`config.mk`:
```
export PLATFORM = sky130hd
export DESIGN_NAME = adc_avg_filter
export DESIGN_NICKNAME = d
export VERILOG_FILES = /design/src/rtl/adc_avg_filter.sv
export SDC_FILE = /design/constraint.sdc
export NUM_CORES = 1
export LEC_CHECK = 0
export ABC_AREA = 1
export CORE_UTILIZATION = 58
export CTS_BUF_LIST = sky130_fd_sc_hd__clkbuf_8 sky130_fd_sc_hd__clkbuf_16
export DETAILED_ROUTE_END_ITERATION = 12
export PLACE_DENSITY = 0.86
export SETUP_SLACK_MARGIN = 0.3
export SLEW_MARGIN = 20
export SYNTH_ARGS = -nofsm -noshare
export SYNTH_HDL_FRONTEND = slang
export SYNTH_SLANG_ARGS = --single-unit
```
`constraint.sdc`:
```
create_clock -name i_clock -period 4.81 [get_ports i_clock]
set_clock_uncertainty 0.05 [all_clocks]
set_input_delay 0.962 -clock i_clock [delete_from_list [all_inputs] [get_ports i_clock]]
set_output_delay 0.962 -clock i_clock [all_outputs]
set_load 0.02 [all_outputs]
```
`src/rtl/adc_avg_filter.sv`:
```
// Eight-channel boxcar averager sharing one adder across channels; publishes floored averages.
// Build option ADC_AVG_PEAK_EN adds per-channel peak-hold registers with CLR_PEAK / SEL_PEAK.
module adc_avg_filter #(
    parameter int DATA_W   = 12,
    parameter int LOG2_AVG = 4,
    parameter int TICK_DIV = 50000
) (
    input  logic              i_clock,
    input  logic              i_reset_n,
`ifdef ADC_AVG_PEAK_EN
    input  logic              i_clr_peak,
    output logic [DATA_W-1:0] o_sel_peak,
`endif
    input  logic [DATA_W-1:0] i_ch0,
    input  logic [DATA_W-1:0] i_ch1,
    input  logic [DATA_W-1:0] i_ch2,
    input  logic [DATA_W-1:0] i_ch3,
    input  logic [DATA_W-1:0] i_ch4,
    input  logic [DATA_W-1:0] i_ch5,
    input  logic [DATA_W-1:0] i_ch6,
    input  logic [DATA_W-1:0] i_ch7,
    input  logic [2:0]        i_sel,
    output logic [DATA_W-1:0] o_avg0,
    output logic [DATA_W-1:0] o_avg1,
    output logic [DATA_W-1:0] o_avg2,
    output logic [DATA_W-1:0] o_avg3,
    output logic [DATA_W-1:0] o_avg4,
    output logic [DATA_W-1:0] o_avg5,
    output logic [DATA_W-1:0] o_avg6,
    output logic [DATA_W-1:0] o_avg7,
    output logic              o_avg_valid,
    output logic [DATA_W-1:0] o_sel_avg
);

    // state   | meaning
    // S_IDLE  | waiting for a sample tick
    // S_ACCUM | adding channel r_ch_idx (0..7), one per cycle
    // S_DONE  | one cycle after a final sample, drives o_avg_valid
    typedef enum logic [1:0] {S_IDLE, S_ACCUM, S_DONE} state_t;

    localparam int ACC_W = DATA_W + LOG2_AVG;
    localparam int DIV_W = (TICK_DIV > 1) ? $clog2(TICK_DIV) : 1;

    state_t                r_state;
    state_t                w_next;
    logic [DIV_W-1:0]      r_div;
    logic                  w_tick;
    logic [2:0]            r_ch_idx;
    logic [LOG2_AVG-1:0]   r_samp;
    logic [ACC_W-1:0]      r_acc [8];
    logic [DATA_W-1:0]     r_avg [8];
    logic [DATA_W-1:0]     r_sel_avg;
    logic [DATA_W-1:0]     w_ch  [8];
    logic [DATA_W-1:0]     w_ch_sel;
    logic [ACC_W-1:0]      w_sum;
    logic [DATA_W-1:0]     w_avg_new;
    logic                  w_final;
    logic                  w_accum;

    assign w_ch[0] = i_ch0;
    assign w_ch[1] = i_ch1;
    assign w_ch[2] = i_ch2;
    assign w_ch[3] = i_ch3;
    assign w_ch[4] = i_ch4;
    assign w_ch[5] = i_ch5;
    assign w_ch[6] = i_ch6;
    assign w_ch[7] = i_ch7;

    assign w_tick    = (r_div == DIV_W'(TICK_DIV - 1));
    assign w_final   = &r_samp;
    assign w_ch_sel  = w_ch[r_ch_idx];
    assign w_sum     = r_acc[r_ch_idx] + ACC_W'(w_ch_sel);
    // Dropping the low LOG2_AVG bits is the floored divide.
    assign w_avg_new = w_sum[ACC_W-1:LOG2_AVG];

    always_ff @(posedge i_clock or negedge i_reset_n) begin
        if (!i_reset_n) begin
            r_div <= '0;
        end else if (w_tick) begin
            r_div <= '0;
        end else begin
            r_div <= r_div + 1'b1;
        end
    end

    always_ff @(posedge i_clock or negedge i_reset_n) begin
        if (!i_reset_n) begin
            r_state <= S_IDLE;
        end else begin
            r_state <= w_next;
        end
    end

    always_comb begin
        w_next      = r_state;
        w_accum     = 1'b0;
        o_avg_valid = 1'b0;
        case (r_state)
            S_IDLE: begin
                if (w_tick) w_next = S_ACCUM;
            end
            S_ACCUM: begin
                w_accum = 1'b1;
                if (r_ch_idx == 3'd7) w_next = w_final ? S_DONE : S_IDLE;
            end
            S_DONE: begin
                o_avg_valid = 1'b1;
                w_next      = S_IDLE;
            end
            default: w_next = S_IDLE;
        endcase
    end

    always_ff @(posedge i_clock or negedge i_reset_n) begin
        if (!i_reset_n) begin
            r_ch_idx  <= '0;
            r_samp    <= '0;
            r_sel_avg <= '0;
            for (int k = 0; k < 8; k++) begin
                r_acc[k] <= '0;
                r_avg[k] <= '0;
            end
        end else begin
            r_sel_avg <= r_avg[i_sel];
            if (w_accum) begin
                r_ch_idx <= r_ch_idx + 3'd1;
                if (r_ch_idx == 3'd7) r_samp <= r_samp + 1'b1;
                if (w_final) begin
                    r_avg[r_ch_idx] <= w_avg_new;
                    r_acc[r_ch_idx] <= '0;
                end else begin
                    r_acc[r_ch_idx] <= w_sum;
                end
            end
        end
    end

    assign o_avg0    = r_avg[0];
    assign o_avg1    = r_avg[1];
    assign o_avg2    = r_avg[2];
    assign o_avg3    = r_avg[3];
    assign o_avg4    = r_avg[4];
    assign o_avg5    = r_avg[5];
    assign o_avg6    = r_avg[6];
    assign o_avg7    = r_avg[7];
    assign o_sel_avg = r_sel_avg;

`ifdef ADC_AVG_PEAK_EN
    logic [DATA_W-1:0] r_peak [8];
    logic [DATA_W-1:0] r_sel_peak;

    // A clear that lands on an update takes the new average, not the stale one.
    always_ff @(posedge i_clock or negedge i_reset_n) begin
        if (!i_reset_n) begin
            r_sel_peak <= '0;
            for (int k = 0; k < 8; k++) r_peak[k] <= '0;
        end else begin
            r_sel_peak <= r_peak[i_sel];
            for (int k = 0; k < 8; k++) begin
                if (w_accum && w_final && (r_ch_idx == 3'(k))) begin
                    if (i_clr_peak || (w_avg_new > r_peak[k])) r_peak[k] <= w_avg_new;
                end else if (i_clr_peak) begin
                    r_peak[k] <= r_avg[k];
                end
            end
        end
    end

    assign o_sel_peak = r_sel_peak;
`else
    // Peak tracking is not built in this configuration.
`endif

endmodule
```
==> results of run 1 <==
## flip-flops by register name (all words and copies together), names as in the netlist
signal / cells
o_avg4: 12
r_acc: 128
o_avg3: 12
o_sel_avg: 12
o_avg2: 12
o_avg7: 12
o_avg6: 12
o_avg1: 12
o_avg0: 12
o_avg5: 12
r_div: 16
r_ch_idx: 3
r_state: 2
r_samp: 4
## cell families after synthesis
| family | synth area share [%] |
|---|---|
| flip-flops | 52.1 |
| AND/OR/NAND/NOR | 20.4 |
| adder cells (fa/ha/maj) | 1.76 |
| AO/OA/AOI/OAI | 18.3 |
| buffers and inverters | 6.03 |
| multiplexers | 0.0898 |
| XOR/XNOR | 1.32 |
## power by group
group          switching [mW]  internal [mW]
sequential            0.00214           2.20
combinational           0.216          0.135
clock                   0.871           1.24
## critical path, stage by stage, from the launching register on
cell and delay [ns]:
dfrtp_1 0.44, inv_1 0.12, nor2_2 0.08, nand2_1 0.30, inv_1 0.30, buf_4 0.29
a221oi_1 0.32, nand3_1 0.29, fa_1 0.52, nand3_1 0.09, nand2_1 0.12, a21boi_0 0.30
nor2_1 0.10, nor2_1 0.14, xnor2_1 0.15, nand2_1 0.20, o21ai_0 0.23
## path summary, 6_finish.rpt
| kind | startpoint | endpoint | slack, ns | cells after the start |
|---|---|---|---|---|
| max | r_ch_idx[2]$_DFFE_PN0P_ | r_acc[120]$_DFFE_PN0P_ | 0.64 | 16 |
| min | i_reset_n | r_div[15]$_DFF_PN0_ | 0.40 | 1 |
| max reg2reg | r_ch_idx[2]$_DFFE_PN0P_ | r_acc[120]$_DFFE_PN0P_ | 0.64 | 16 |
| min reg2reg | r_div[0]$_DFF_PN0_ | r_div[0]$_DFF_PN0_ | 0.41 | 1 |
| max in group asynchronous | i_reset_n | r_acc[119]$_DFFE_PN0P_ | 3.08 | 2 |
| min in group i_clock | r_div[0]$_DFF_PN0_ | r_div[0]$_DFF_PN0_ | 0.41 | 1 |
## final cells by class
class	count	area, um^2	share of cell area, %
clock buffers	31	731	4.62
inverters	119	447	2.83
multi-input cells	1058	5260	33.2
clock inverters	16	168	1.06
repair buffers	239	2330	14.8
flip-flops and latches	261	6530	41.3
well taps	275	344	2.18
## metrics by stage
stage	power (mW)	setup WS, ns	util (%)
global route	4.80	0.447	75.0
floorplan	2.38	1.51	-
detailed placement	2.59	0.735	70.7
CTS	4.67	0.802	75.0
global placement	2.58	0.847	70.7
finish	4.67	0.644	75.0
## cell usage after synthesis, types with 2 or more instances
cell type / number
a21oi_1: 45
buf_1: 2
xnor2_1: 9
a221oi_1: 22
buf_6: 2
clkbuf_1: 50
a21boi_0: 2
nor2_2: 9
nand3_1: 26
o21ai_1: 2
a22o_1: 14
o21ai_2: 8
a22oi_1: 25
o22ai_1: 27
or2_2: 3
ha_1: 16
inv_2: 3
nand4_1: 27
nand3b_1: 5
a21o_1: 2
o21ai_0: 229
dfrtp_1: 261
inv_1: 116
nand3_2: 3
nand2_4: 2
xor2_1: 8
a31oi_1: 12
o211ai_1: 4
nor2_1: 171
o2111ai_1: 3
buf_2: 17
nor2_4: 3
nand2_1: 374
## per-layer routing
metal / vias up / wire, um
met5: - / 0
met4: 0 / 2120
met3: 173 / 4230
met2: 834 / 18300
met1: 5716 / 14600
li1: 5440 / -
==> run_results.csv, run 1 <==
group,metric,value,unit
status,status,"finished clean",
setup_path,arrival,4.56,ns
setup_path,path_max_fanout,14,
finish,mostFrequentLayoutCell,"nand2_1",
clock_tree,root_buffer,"clkbuf_16",
synth,synth_edf_count,0,
run,drv_cap,0,
route,initialDrtViolationCount,1235,
global_routing,grt_use_total,36.2,%
finish,fillCellCount,1484,
clock_tree,ctsResizeCount,0,
clock_tree,clkTransAtPathRegs,0.06,ns
global_routing,antenna_found_initial,0,
timing,hold_slack,0.403,ns
synth,yosysUniqueCellTypes,41,
floorplanning,start_util,59.5,%
route,drc_errors,0,
clock_tree,cts_buffer_depth,3,
route,dr.pass1.iters,7,
placement,dp_hpwl,26.6,mm
timing,fmax,240,MHz
timing,min_period,4.17,ns
clock_tree,cts_tree,"done",
route,wire_per_inst,19.6,um
route,wl,39.2,mm
clock_tree,clk_latency,0.54,ns
global_routing,grt_pass1_vias,11732,
timing,worst_pin_slew,1.01,ns
placement,place_area,14900,um^2
setup_path,crit_required,5.20,ns
placement,gp_congestion,0.954,
finish,area_growth,26.0,%
floorplanning,die_h,149,um
synth,synthesis.instances,1510,
clock_tree,cts_hold_buffers,0,
synth,synth_warnings,0,
route,vias,12163,
hold_path,hold_class,"in -> async",
global_routing,grt_max_degree,129,
setup_path,cp-start-kind,"flop",
synth,synthFlopType,"dfrtp_1",
clock_tree,ctsHtreeMaxLevel,1,
pwr,power.leakage,7.38,nW
synth,ys_seq_elements,261,
global_routing,grt-ovfl-total,0,
setup_path,crit_type,"reg -> reg",
floorplanning,num_io_pins,210,
timing,tns,0,ns
floorplanning,die-area,22200,um^2
route,ant_nets,0,
synth,async_flop_share,100,%
global_routing,grtUsageMet3,5.84,%
global_routing,met1_usage,47.1,%
finish,drive_gt1_share,6.32,%
synth,synth_area_leaders,"dfrtp_1 (52%), nand2_1 (11%), o21ai_0 (9.1%)",
timing,timing.slew.headroom,32.3,%
pwr,peakVddDrop,204,uV
synth,synth_top_area_share,52.1,%
timing,hold_viol,0,
finish,fin_cells,1999,
synth,synth_nets,1628,
synth,ys_seq_area_share,52.1,%
floorplanning,rows,53,
pwr,powerDensity,295,nW/um^2
clock_tree,cts_setup_buffers,0,
finish,n_antenna_cell,0,
clock_tree,clock-sinks,261,
route,routed_via_density,6.08,
placement,dp_cells,1952,
finish,final_cell_mix,"nand2_1 (374), dfrtp_1 (261), o21ai_0 (229)",
global_routing,grt_pass1_wl,62.2,mm
clock_tree,cts_buffers,27,
synth,synth_area,12500,um^2
setup_path,cp-end-kind,"flop",
synth,synth_largest_area_cell,"dfrtp_1",
timing,rsz0062_at_grt,"no",
timing,setup_viol,0,
finish,final_nets,1824,
finish,fin_area,15800,um^2
timing,finalCritPeriodShare,86.6,%
floorplanning,die_w,149,um
placement,port_buffers,209,
timing,slew_violations,0,
global_routing,grt_busiest_layer,"met2",
floorplanning,core,21100,um^2
synth,syn_avg_cell_area,8.31,um^2
global_routing,grtUsageMet2,58.7,%
Note: power is estimated with default switching activity, not from simulation.
==> run 2, diff against run 1 <==
--- a/config.mk
+++ b/config.mk
@@ -7,8 +7,10 @@
 export LEC_CHECK = 0
 export ABC_AREA = 1
-export CORE_UTILIZATION = 58
+export CELL_PAD_IN_SITES_DETAIL_PLACEMENT = 0
+export CELL_PAD_IN_SITES_GLOBAL_PLACEMENT = 1
+export CORE_UTILIZATION = 43
 export CTS_BUF_LIST = sky130_fd_sc_hd__clkbuf_8 sky130_fd_sc_hd__clkbuf_16
 export DETAILED_ROUTE_END_ITERATION = 12
-export PLACE_DENSITY = 0.86
+export PLACE_DENSITY_LB_ADDON = 0.1
 export SETUP_SLACK_MARGIN = 0.3
 export SLEW_MARGIN = 20
==> constraint.sdc (replaced) <==
create_clock -name i_clock -period 4.81 [get_ports i_clock]
set_clock_uncertainty 0.05 [all_clocks]
set_input_delay 1.2025 -clock i_clock [delete_from_list [all_inputs] [get_ports i_clock]]
set_output_delay 1.2025 -clock i_clock [all_outputs]
set_load 0.02 [all_outputs]
==> run 2 against run 1 <==
Against the previous run:
- final area rose by 1.8%
- power rose by 2.4%
- clock power rose by 4%
==> run_results.csv, run 2 (synthesized netlist as in run 1, its figures left out) <==
group,metric,value,unit
clock_tree,root_buffer,"clkbuf_16",
floorplanning,die-area,29900,um^2
setup_path,startpoint,"r_ch_idx[2]$_DFFE_PN0P_",
finish,area_growth,28.3,%
timing,tns,0,ns
timing,slew_violations,0,
route,dr.pass1.iters,8,
floorplanning,die_h,173,um
placement,port_buffers,209,
setup_path,slowest_delay,0.55,ns
setup_path,path_max_fanout,8,
global_routing,grt_pass1_wl,65.9,mm
clock_tree,ctsHtreeMaxLevel,1,
pwr,peakVddDrop,271,uV
global_routing,grt_max_degree,98,
global_routing,antenna_found_initial,0,
finish,mostFrequentLayoutCell,"nand2_1",
setup_path,cpLargestDelayFamily,"compound AO/OA/AOI/OAI gates",
floorplanning,die_w,173,um
setup_path,regToRegEndpoint,"r_acc[104]$_DFFE_PN0P_",
setup_path,reg2reg_from,"r_ch_idx[2]$_DFFE_PN0P_",
route,wl,42.4,mm
finish,fillCellCount,2709,
setup_path,crit_type,"reg -> reg",
timing,hold_slack,0.404,ns
finish,final_nets,1838,
setup_path,crit_path_cell_trace,"inv_1 -> nor2_2 -> nand2_1 -> inv_1 -> a22o_1 -> a221oi_1 -> nand4_1 -> ha_1 -> a21oi_1 -> nand2_1 -> a21boi_0 -> nor2_1 -> nor2_1 -> xnor2_1 -> nand2_1 -> o21ai_0",
setup_path,arrival,4.52,ns
timing,timing.slew.headroom,43.1,%
route,drc_errors,0,
timing,setup_viol,0,
finish,fin_util,56.1,%
timing,fmax,243,MHz
global_routing,grt-ovfl-total,0,
route,vias,11588,
pwr,power.leakage,7.49,nW
finish,drive_gt1_share,6.90,%
run,drv_cap,0,
hold_path,whs_endpoint,"r_div[0]$_DFF_PN0_",
placement,dp_cells,2072,
setup_path,crit_required,5.22,ns
floorplanning,core,28700,um^2
global_routing,grt_use_total,28.5,%
clock_tree,ctsResizeCount,0,
timing,finalCritPeriodShare,85.4,%
finish,fin_cells,2124,
clock_tree,clock-sinks,261,
hold_path,hp-start,"r_div[0]$_DFF_PN0_",
setup_path,r2r_cells,16,
clock_tree,cts_hold_buffers,0,
setup_path,cpMostUsedCell,"nand2_1",
floorplanning,rows,62,
finish,n_antenna_cell,0,
finish,reg.largest.list,"r_acc (128), r_div (16)",
finish,largest_reg_flops,128,
global_routing,grt_pass1_vias,11190,
route,ant_nets,0,
route,wire_per_inst,19.9,um
timing,worst_pin_slew,0.851,ns
finish,final_cell_mix,"nand2_1 (374), dfrtp_1 (261), o21ai_0 (229)",
floorplanning,num_io_pins,210,
pwr,powerDensity,297,nW/um^2
timing,min_period,4.11,ns
clock_tree,cts_tree,"done",
route,initialDrtViolationCount,967,
setup_path,cp-end-kind,"flop",
setup_path,critPathBufInv,2,
hold_path,hold_class,"reg -> reg",
placement,place_area,15100,um^2
placement,dp_hpwl,29.8,mm
timing,rsz0062_at_grt,"no",
clock_tree,clk_latency,0.56,ns
finish,regMostFlops,"r_acc",
setup_path,cp-start-kind,"flop",
placement,gp_congestion,0.878,
timing,hold_viol,0,
hold_path,min_delay_path_depth,1,
clock_tree,cts_buffers,30,
status,status,"finished clean",
setup_path,ff2ff_setup_slack,0.70,ns
setup_path,crit_path_top_delay_cell,"a221oi_1",
floorplanning,start_util,43.7,%
clock_tree,cts_setup_buffers,0,
clock_tree,clkTransAtPathRegs,0.06,ns
clock_tree,cts_buffer_depth,3,
route,routed_via_density,5.46,
finish,fin_area,16100,um^2
[run 2: changes by cell type in the layout (fill, tap and decap cells not counted), sizes merged]
| cell | delta |
|---|---|
| inv | +5 |
| buf | +11 |
| clkinvlp | -1 |
| clkbuf | +3 |
| clkinv | -1 |
| bufinv | -1 |
[run 2: worst max path at each step]
stage                     slack [ns]  depth (start not counted)                endpoint
after floorplan                 1.37                         14  r_acc[104]$_DFFE_PN0P_
after global placement          0.42                         13  r_acc[104]$_DFFE_PN0P_
after detailed placement        0.34                         13  r_acc[104]$_DFFE_PN0P_
after CTS                       0.71                         16  r_acc[104]$_DFFE_PN0P_
after global routing            0.34                         18   r_acc[58]$_DFFE_PN0P_
final                           0.70                         16  r_acc[104]$_DFFE_PN0P_
[run 2: power by group]
group	switching [mW]	leakage (nW)	internal, mW
registers	0.00178	2.45	2.20
clock network	0.920	0.500	1.29
logic	0.225	4.54	0.136
total	1.15	7.49	3.63
[run 2: area by class of cell]
cell class	instances	area, um^2	area share, %
clock inverter	18	148	0.917
sequential	261	6530	40.6
tap	384	480	2.98
multi-input combinational	1058	5260	32.7
inverter	119	447	2.77
clock buffer	34	806	5.01
timing repair buffer	250	2430	15.1
[run 2: metrics by stage]
stage	power, mW	setup slack [ns]
floorplan	2.38	1.37
global placement	2.60	0.424
detailed placement	2.61	0.339
CTS	4.81	0.713
global route	4.93	0.342
finish	4.78	0.703
[run 2: routing by layer]
layer,vias up,GRT usage (%),part of all wire [%]
li1,5474,-,-
met1,5582,39.1,43
met4,0,10.4,3.8
met3,72,3.63,6.4
met5,-,0,0
met2,460,46.3,46
